--- src/rtl/idli_uart_tx_m.sv ---
// idli_uart_tx_m
//   Packs the execute stage's nibble-serial UART TX stream into bytes, low nibble
//   first. The bytes are queued in a small FIFO and sent out as 8N1 frames: the line
//   idles high, then a start bit (0), 8 data bits LSB first and a stop bit (1), with
//   each bit held for CLKS_PER_BIT clocks.
//
// Parameters
//   FIFO_DEPTH    byte entries in the queue (power of two, >= 2)
//   CLKS_PER_BIT  clocks per UART bit (>= 1)
//
// Ports
//   i_uart_gck    core gated clock
//   i_ex_rst_n    asynchronous active-low reset
//   i_uart_vld    TX nibble valid
//   i_uart_data   TX nibble
//   i_uart_ctr0   0 = low nibble, 1 = high nibble (high nibble completes a byte)
//   o_uart_space  at least two free FIFO entries, enough for a full 16-bit word
//   o_uart_busy   FIFO non-empty or a frame in progress
//   o_uart_ovf    sticky: a byte was dropped because the FIFO was full
//   o_uart_tx     serial line
module idli_uart_tx_m #(
    parameter int FIFO_DEPTH   = 4,
    parameter int CLKS_PER_BIT = 16
) (
    input  logic       i_uart_gck,
    input  logic       i_ex_rst_n,
    input  logic       i_uart_vld,
    input  logic [3:0] i_uart_data,
    input  logic       i_uart_ctr0,
    output logic       o_uart_space,
    output logic       o_uart_busy,
    output logic       o_uart_ovf,
    output logic       o_uart_tx
);

    localparam int AW = (FIFO_DEPTH > 1) ? $clog2(FIFO_DEPTH) : 1;
    localparam int CW = $clog2(FIFO_DEPTH + 1);
    localparam int BW = (CLKS_PER_BIT > 1) ? $clog2(CLKS_PER_BIT) : 1;

    localparam logic [BW-1:0] BCTR_MAX  = BW'(CLKS_PER_BIT - 1);
    localparam logic [CW-1:0] DEPTH_CNT = CW'(FIFO_DEPTH);
    localparam logic [CW-1:0] SPACE_MAX = CW'(FIFO_DEPTH - 2);

    typedef enum logic [1:0] {
        ST_IDLE,
        ST_START,
        ST_DATA,
        ST_STOP
    } state_t;

    state_t        state;
    logic [BW-1:0] bctr;
    logic [2:0]    bidx;
    logic [7:0]    shift_q;
    logic          tx_q;

    logic [3:0]    low_q;
    logic [7:0]    mem [FIFO_DEPTH];
    logic [AW-1:0] wr_ptr;
    logic [AW-1:0] rd_ptr;
    logic [CW-1:0] count;
    logic          ovf_q;

    logic fifo_ne;
    logic bit_end;
    logic pop;
    logic push_req;
    logic push_ok;

    assign fifo_ne  = (count != '0);
    // With CLKS_PER_BIT == 1 the counter never leaves 0, so every cycle ends a bit.
    assign bit_end  = (bctr == BCTR_MAX);
    // The serialiser takes the head either from IDLE or straight out of the last
    // stop-bit cycle, which gives back-to-back frames with no idle gap.
    assign pop      = fifo_ne && ((state == ST_IDLE) || ((state == ST_STOP) && bit_end));
    assign push_req = i_uart_vld && i_uart_ctr0;
    // A full FIFO still accepts the byte when the head leaves on the same edge.
    assign push_ok  = push_req && ((count != DEPTH_CNT) || pop);

    // Byte assembly and FIFO bookkeeping.
    always_ff @(posedge i_uart_gck or negedge i_ex_rst_n) begin
        if (!i_ex_rst_n) begin
            low_q  <= '0;
            wr_ptr <= '0;
            rd_ptr <= '0;
            count  <= '0;
            ovf_q  <= 1'b0;
        end else begin
            // NOTE: state registers use non-blocking assignments so every block sees
            // the pre-edge values regardless of evaluation order.
            if (i_uart_vld && !i_uart_ctr0) begin
                low_q <= i_uart_data;
            end
            if (push_ok) begin
                wr_ptr <= wr_ptr + 1'b1;
            end
            if (pop) begin
                rd_ptr <= rd_ptr + 1'b1;
            end
            if (push_req && !push_ok) begin
                ovf_q <= 1'b1;
            end
            case ({push_ok, pop})
                2'b10:   count <= count + 1'b1;
                2'b01:   count <= count - 1'b1;
                default: count <= count;
            endcase
        end
    end

    // NOTE: the storage array has no reset; the pointers and count are reset, so
    // stale entries are never read and reset stays off the wide data path.
    always_ff @(posedge i_uart_gck) begin
        if (push_ok) begin
            mem[wr_ptr] <= {i_uart_data, low_q};
        end
    end

    // Serialiser. tx_q registers the current state's line level, so the line
    // follows the state by one clock and each bit still lasts CLKS_PER_BIT clocks.
    always_ff @(posedge i_uart_gck or negedge i_ex_rst_n) begin
        if (!i_ex_rst_n) begin
            state   <= ST_IDLE;
            bctr    <= '0;
            bidx    <= '0;
            shift_q <= '0;
            tx_q    <= 1'b1;
        end else begin
            case (state)
                ST_IDLE: begin
                    tx_q <= 1'b1;
                    if (fifo_ne) begin
                        shift_q <= mem[rd_ptr];
                        bctr    <= '0;
                        state   <= ST_START;
                    end
                end
                ST_START: begin
                    tx_q <= 1'b0;
                    bctr <= bit_end ? '0 : bctr + 1'b1;
                    if (bit_end) begin
                        bidx  <= '0;
                        state <= ST_DATA;
                    end
                end
                ST_DATA: begin
                    tx_q <= shift_q[0];
                    bctr <= bit_end ? '0 : bctr + 1'b1;
                    if (bit_end) begin
                        shift_q <= {1'b0, shift_q[7:1]};
                        bidx    <= bidx + 1'b1;
                        if (bidx == 3'd7) begin
                            state <= ST_STOP;
                        end
                    end
                end
                ST_STOP: begin
                    tx_q <= 1'b1;
                    bctr <= bit_end ? '0 : bctr + 1'b1;
                    if (bit_end) begin
                        if (fifo_ne) begin
                            shift_q <= mem[rd_ptr];
                            state   <= ST_START;
                        end else begin
                            state <= ST_IDLE;
                        end
                    end
                end
            endcase
        end
    end

    assign o_uart_space = (count <= SPACE_MAX);
    assign o_uart_busy  = fifo_ne || (state != ST_IDLE);
    assign o_uart_ovf   = ovf_q;
    assign o_uart_tx    = tx_q;

endmodule

--- config.mk ---
export PLATFORM = sky130hd
export DESIGN_NAME = idli_uart_tx_m
export DESIGN_NICKNAME = d
export VERILOG_FILES = /design/src/rtl/idli_uart_tx_m.sv
export SDC_FILE = /design/constraint.sdc
export NUM_CORES = 1
export LEC_CHECK = 0
export ABC_CLOCK_PERIOD_IN_PS = 7180
export CAP_MARGIN = 20
export CELL_PAD_IN_SITES_DETAIL_PLACEMENT = 0
export CELL_PAD_IN_SITES_GLOBAL_PLACEMENT = 1
export CORE_ASPECT_RATIO = 1.5
export CORE_MARGIN = 10
export CORE_UTILIZATION = 46
export DETAILED_ROUTE_END_ITERATION = 16
export PLACE_DENSITY = 0.79
export SYNTH_ARGS = -nofsm -noshare
export SYNTH_HDL_FRONTEND = slang
export SYNTH_SLANG_ARGS = --single-unit
export TNS_END_PERCENT = 30
--- constraint.sdc ---
create_clock -name i_uart_gck -period 7.18 [get_ports i_uart_gck]
set_input_delay 0.718 -clock i_uart_gck [delete_from_list [all_inputs] [get_ports i_uart_gck]]
set_output_delay 0.718 -clock i_uart_gck [all_outputs]
set_load 0.05 [all_outputs]
==> summary by stage <==
Status
The flow ran to the end, and the final reports show no timing, DRC or antenna violations.

Synthesis
The fraction of synthesis flops using an asynchronous set or reset pin is 48.39%. Summed over its instances, the top area cell type makes up 34.32% of the synthesized netlist area. Summing the areas of all xor and xnor instances in the mapped netlist gives 1.877% of the synthesized area. The number of enable flip-flop cells after synthesis is 32.

The fraction of the yosys area taken by sequential cells is 61.17%. Of the post-synthesis cell area, the part taken by muxes is ~8.6%. A synthesized cell averages roughly 13 µm².

The synthesized design spends more area on one cell type than any other, namely edfxtp_1. When the netlist entered floorplanning its net count stood at approximately 230. After Yosys synthesis, full adders, half adders and majority gates account for 6.971% of the synthesized area. By area the synthesized netlist is led by edfxtp_1 (34%), dfrtp_1 (26%), ha_1 (6.3%).

The mapped netlist covers 2800 µm². The synthesized-area fraction occupied by ao, oa, aoi and oai cells is 10.59%. The number of synthesis warnings is 0.

The combinational family with the most area after synthesis is compound AO/OA/AOI/OAI gates. The synthesized instance count is 209. Ranked by instance count, the synthesized netlist is headed by edfxtp_1 (32), dfrtp_1 (29), mux2i_1 (17), ha_1 (14).

The leading cell type by number of instances after synthesis is edfxtp_1. After synthesis, the netlist uses 44 different library cells. The flip-flop and latch count after synthesis is 62. The synthesized netlist devotes 7.685% of its cell area to simple gates. The dominant register cell in the synthesized netlist is edfxtp_1.

Floorplanning
The width of the chip is 83.71 µm. The count of boundary I/O pins is 12. In this run the vertical extent of the chip is 115.6 µm.

The starting density of the core is ~48%. After floorplanning, the core was sized to cover 5871 µm². The die covers 9673 µm². The placement row count is 34.

Setup path
At the worst endpoint, the arrival time is 2.28 ns. The worst setup path is captured at an output port. Counting cells, the worst reg-to-reg path comes to 10. The cell with the most instances on the worst path is inv_1. The critical path ends at o_uart_busy. The launch point of the worst path is state[0]$_DFFE_PN0P_. The cell with the biggest individual delay on the critical path is clkdlybuf4s50_1.

Along the worst path, the maximum fanout reaches 9. The worst flop-to-flop path startpoint is bctr[0]$_DFFE_PN0P_. The endpoint identified for the worst register-to-register timing path is count[2]$_DFFE_PN0P_.

The register-to-register setup slack is 4.59 ns. For the worst setup path, the data required time is 6.46 ns. For this run, the slowest stage of the critical path takes 0.71 ns.

STA classifies the critical path startpoint as a flip-flop. Traced cell by cell, the critical path runs through inv_1, ha_1, nor4b_4, inv_1, clkdlybuf4s50_1. The critical setup path kind is reg -> out.

Timing
Between clock sinks in the finished design, the worst skew comes to 0.007291 ns. The count of final hold-check violations was 0. The measured slew at the worst slew-check pin is 0.8875 ns. The share of the clock period used by the worst path after layout is about two fifths. The upper clock frequency limit is 333.5 MHz. The smallest clock period supported by the final layout is computed as between 2 and 3 ns. The count of final max-slew check failures was 0. Setup violations remaining at the end of the flow were counted as 0. The aggregate negative setup slack is 0 ns.

On the final layout, the worst hold slack is 0.4774 ns. Headroom to the max-slew limit came out at 40.84%. Setup repair after global routing left no endpoint under its margin.

Pwr
The static power due to leakage is 1.277 nW. Power spread over the standard cell area amounts to 442.6 nW/µm². IR analysis of the VDD net gives a maximum drop of 0.1911 mV.

Route
The final routed wire length divided by cell count is about 15 µm. The count of antenna-violating nets left after detailed routing is 0. The final route contains 1,589 vias.

The vias per cell is 5.279. The number of design rule violations left after detail routing is 0. Before antenna repair, the detailed router went through 4 iterations.

The number of DRC violations after detailed-routing iteration 0 is 60. After detailed routing, the total wire length is 4601 µm.

Finish
In the final layout, the multi-input gates occupy 1001 µm². In the final layout, flip-flops and latches occupy between 1500 and 2000 µm². The repair_antennas step left the layout with diodes totalling 0. After the last flow step, the layout net total stands at 247. The fraction of layout cells with a size suffix above 1 is between 10 and 15%.

The filler cells instantiated in the layout total 513. The area growth from synthesis to layout is 13.72%.

Placement
The number of input and output port buffers inserted is 11. The routability congestion estimate from global placement is ~0.79. Summed over all nets, the half-perimeter wirelength after detailed placement is 3221 µm.

Global route
The overflow left after global routing is 0. The maximum number of pins on one net before global-route repair is 31. The first-pass GRT wire length is between 7000 and 8000 µm. The number of antenna violations at the first check in global routing is 0.

The total routing resource utilization after global routing is 10.19%. The via count of the first global-routing pass is between 1,500 and 2,000.

CTS
After clock tree synthesis, the setup repair step added 0 buffers. The worst-skew pair later-pin latency is 0.34 ns. The clock tree from TritonCTS is done. Hold repair after CTS inserted 0 buffers. TritonCTS created 9 clock buffers.

After clock tree synthesis, the clock-pin slew on the worst setup and hold paths is ~0.07 ns. In this run the deepest clock path goes through 2 buffers. The number of gates resized after cts is 0. The clock net sink count is 62. The level count of the clock H-tree is 3. The clock tree root driver cell is clkbuf_8.

Job
The tool flagged a number of max-cap violations equal to 0.

Min path
Counting instances, the worst hold path has a depth of 1. The path class of the lowest-slack min-delay path is reg -> reg.
## how the worst min path moves through the flow
stage,start,endpoint
floorplan,i_ex_rst_n,bctr[0]$_DFFE_PN0P_
global placement,o_uart_ovf$_DFFE_PN0P_,o_uart_ovf$_DFFE_PN0P_
detailed placement,o_uart_ovf$_DFFE_PN0P_,o_uart_ovf$_DFFE_PN0P_
CTS,o_uart_ovf$_DFFE_PN0P_,o_uart_ovf$_DFFE_PN0P_
global route,o_uart_ovf$_DFFE_PN0P_,o_uart_ovf$_DFFE_PN0P_
finish,o_uart_ovf$_DFFE_PN0P_,o_uart_ovf$_DFFE_PN0P_
## final cells by class
cell class                      count  area share [%]
Clock inverter                      7           3.065
Tap cell                           72           2.829
Inverter                           11           1.297
Clock buffer                        9           3.890
Multi-Input combinational cell    128           31.43
Sequential cell                    62           53.79
Timing Repair Buffer               12           3.694
## state kept, by name (all words and copies together), names as in the netlist
signal      flops
bidx            3
state           2
shift_q         8
count           3
o_uart_ovf      1
wr_ptr          2
mem            32
low_q           4
rd_ptr          2
bctr            4
o_uart_tx       1
## cells by family (layout without fill, tap and decap cells)
group | after synthesis | count (layout)
flip-flops | 62 | 62
AO/OA/AOI/OAI | 43 | 43
AND/OR/NAND/NOR | 41 | 41
multiplexers | 23 | 23
buffers and inverters | 19 | 39
adder cells (fa/ha/maj) | 15 | 15
XOR/XNOR | 6 | 6
## metal layers
metal	track usage, %	up-vias	wire [µm]
met4	6.047	0	120
li1	-	791	-
met1	10.91	767	1990
met3	2.809	12	101
met5	0	-	0
met2	17.63	19	2388
## worst max-delay path: cells and delay by family, from the launching register on
kind                     cells  cell delay (ns)
buffers and inverters        3             0.93
AND/OR/NAND/NOR              1             0.41
adder cells (fa/ha/maj)      1             0.18
flip-flops                   1             0.43
## cell usage in the layout, fill, tap and decap left out, types with 9 or more instances in the layout
| master | instances |
|---|---|
| edfxtp_1 | 32 |
| dfrtp_1 | 29 |
| mux2i_1 | 17 |
| ha_1 | 14 |
| nor2_1 | 13 |
| a21oi_1 | 13 |
| inv_1 | 11 |
| nand2_1 | 11 |
| clkdlybuf4s50_1 | 11 |
| clkbuf_8 | 9 |
## where the power goes
group	switching, mW	total, mW	internal (mW)
Clock	0.139	0.335	0.196
Sequential	0.0936	0.569	0.475
Combinational	0.282	0.506	0.224
Total	0.514	1.41	0.896
## through the flow
stage | utilization (%) | setup slack [ns] | cells | cell area, µm² | power [mW]
4_1_cts | 54.24 | 4.128 | 301 | 3184 | 1.431
3_3_place_gp | 50.47 | 4.492 | 285 | 2963 | 1.083
5_1_grt | 54.24 | 4.000 | 301 | 3184 | 1.510
2_1_floorplan | - | 4.907 | 209 | 2800 | 0.9822
3_5_place_dp | 50.47 | 4.432 | 285 | 2963 | 1.092
6_report | 54.24 | 4.182 | 301 | 3184 | 1.409
Note: power is estimated with default switching activity, not from simulation.
==> edit: new RTL, config.mk and constraints unchanged <==
The parameter `CLKS_PER_BIT` goes from 16 to 64.
--- a/src/rtl/idli_uart_tx_m.sv
+++ b/src/rtl/idli_uart_tx_m.sv
@@ -20,7 +20,7 @@
 //   o_uart_tx     serial line
 module idli_uart_tx_m #(
     parameter int FIFO_DEPTH   = 4,
-    parameter int CLKS_PER_BIT = 16
+    parameter int CLKS_PER_BIT = 64
 ) (
     input  logic       i_uart_gck,
     input  logic       i_ex_rst_n,
Formal check against the unedited RTL: no difference found for any inputs over 10 cycles, from zero or initial values and one cycle with i_ex_rst_n low; that may be too few to reach the edited logic, so the function may still have changed.
==> edit against the unedited design <==
Wire length grew 11%. Critical path depth shrank 1. Cell area grew 6.7%. Register-to-register slack lost 0.16 ns. Setup slack gained 0.018 ns. Total power shrank 0.34%. Area after synthesis grew 8.4%. Sequential share of layout area shrank 1.9 points. Maximum frequency grew 0.62%. Hold slack lost 0.0037 ns. Sequential cell count grew 2. Core utilization shrank 1.5 points. First-iteration DRC count grew 110%. Critical endpoint unchanged.
==> edit: results (changes against the unedited design) <==
routing:
  dr_wl_met3_um: 159  # was 101 um
  wire_per_inst_um: 15.9  # was 15.3 um
  vias: 1758  # was 1589
  wl_met1_mm: 2.19  # was 1.99 mm
  drt_iter0_markers: 126  # was 60
  routed-wl-met2_mm: 2.64  # was 2.39 mm
outcome:
  run_status: "completed"  # unchanged
placed_design:
  place_congestion: 0.863  # was 0.789
  place.port_buffers: 11  # unchanged
  place_area_um2: 3210  # was 2960 um2
  place_ws_ns: 4.41  # was 4.43 ns
  dp_hpwl_mm: 3.55  # was 3.22 mm
critical_path:
  critical-path-top-delay-family: "buffers and inverters"  # unchanged
  cp_data_arrival_time_ns: 2.26  # was 2.28 ns
  critical_path.max_fanout: 16  # was 9
clocking:
  clk_latency_ns: 0.33
  cts.path.max_buffers: 2  # unchanged
global_routing:
  grtUsageTotal_pct: 11.0  # was 10.2%
  grt_pass1_wl_mm: 8.98  # was 7.78 mm
  grt_pass1_vias: 1869  # was 1587
  grt_max_degree: 33  # was 31
  grt_use_met2_pct: 17.7  # was 17.6%
  use_met3_pct: 4.13  # was 2.81%
timing:
  tightestPinTransition_ns: 0.601  # was 0.887 ns
  skew_ns: 0.00884  # was 0.00729 ns
  fin_crit_sh_pct: 41.5  # was 41.8%
synth:
  yosys-top-cells-area: "edfxtp_1 (32%), dfrtp_1 (26%), mux4_2 (5.9%)"  # was edfxtp_1 (34%), dfrtp_1 (26%), ha_1 (6.3%)
  async_flop_share_pct: 50.0  # was 48.4%
  synth.distinct_cells: 46  # was 44
  syn-num-nets: 248  # was 232
  ys_seq_area_share_pct: 58.1  # was 61.2%
  synth_common_cells: "edfxtp_1 (32), dfrtp_1 (31), nand2_1 (29)"  # was edfxtp_1 (32), dfrtp_1 (29), mux2i_1 (17)
pwr:
  ir_worst_vdd_v: 0.000162  # was 0.000191 V
  leakagePower_nw: 1.34  # was 1.28 nW
final_layout:
  nets: 262  # was 247
  nFillCells: 583  # was 513
  drive_above_1_share_pct: 20.4  # was 14.4%
  antenna_cells: 0  # unchanged
  reg_top3: "mem: 32 flops, shift_q: 8 flops, bctr: 6 flops"  # was mem: 32 flops, shift_q: 8 flops
worst_hold_path:
  hp-class: "reg2reg"  # unchanged
-- edit: cell type report --
type                       count  area [um2]  share of cell area (%)
tap                           76        95.1                    2.80
timing repair buffer          13         125                    3.68
sequential                    64        1760                    51.9
inverter                      10        37.5                    1.10
clock inverter                 6        61.3                    1.80
clock buffer                  10         128                    3.76
multi-input combinational    142        1190                    35.0
-- edit: kinds of logic after synthesis --
family	after synthesis	share of synthesized area, %
buffers and inverters	20	2.80
AND/OR/NAND/NOR	64	10.4
XOR/XNOR	7	2.02
flip-flops	64	58.1
multiplexers	24	11.8
adder cells (fa/ha/maj)	14	6.02
AO/OA/AOI/OAI	33	8.94
-- edit: worst reg2reg max path, cell delays in order (launching register included) --
cell	delay [ns]
dfrtp_1	0.42
inv_1	0.16
ha_1	0.54
a31oi_4	0.14
nor2_1	0.23
nand2_1	0.10
fa_1	0.39
and3b_1	0.25
o211ai_1	0.10
or2_2	0.28
nand4_1	0.08
-- edit: worst paths after layout --
kind,start,to,cells past startpoint
max,state[0],o_uart_busy,4
min,o_uart_ovf,o_uart_ovf,1
max reg2reg,state[0],count[2],10
min reg2reg,o_uart_ovf,o_uart_ovf,1
max in group asynchronous,i_ex_rst_n,o_uart_tx,2
min in group asynchronous,i_ex_rst_n,low_q[1],2
-- edit: where the power goes --
group	total, mW	internal (mW)	switching (mW)
Combinational	0.528	0.252	0.276
Sequential	0.583	0.487	0.0957
Clock	0.294	0.159	0.135
-- edit: per-stage QoR --
stage / util, % / hold slack (ns) / cells
floorplan: - / 0.422 / 226
global placement: 49.8 / 0.464 / 305
detailed placement: 49.8 / 0.466 / 305
CTS: 52.8 / 0.481 / 321
global route: 52.8 / 0.487 / 321
finish: 52.8 / 0.474 / 321
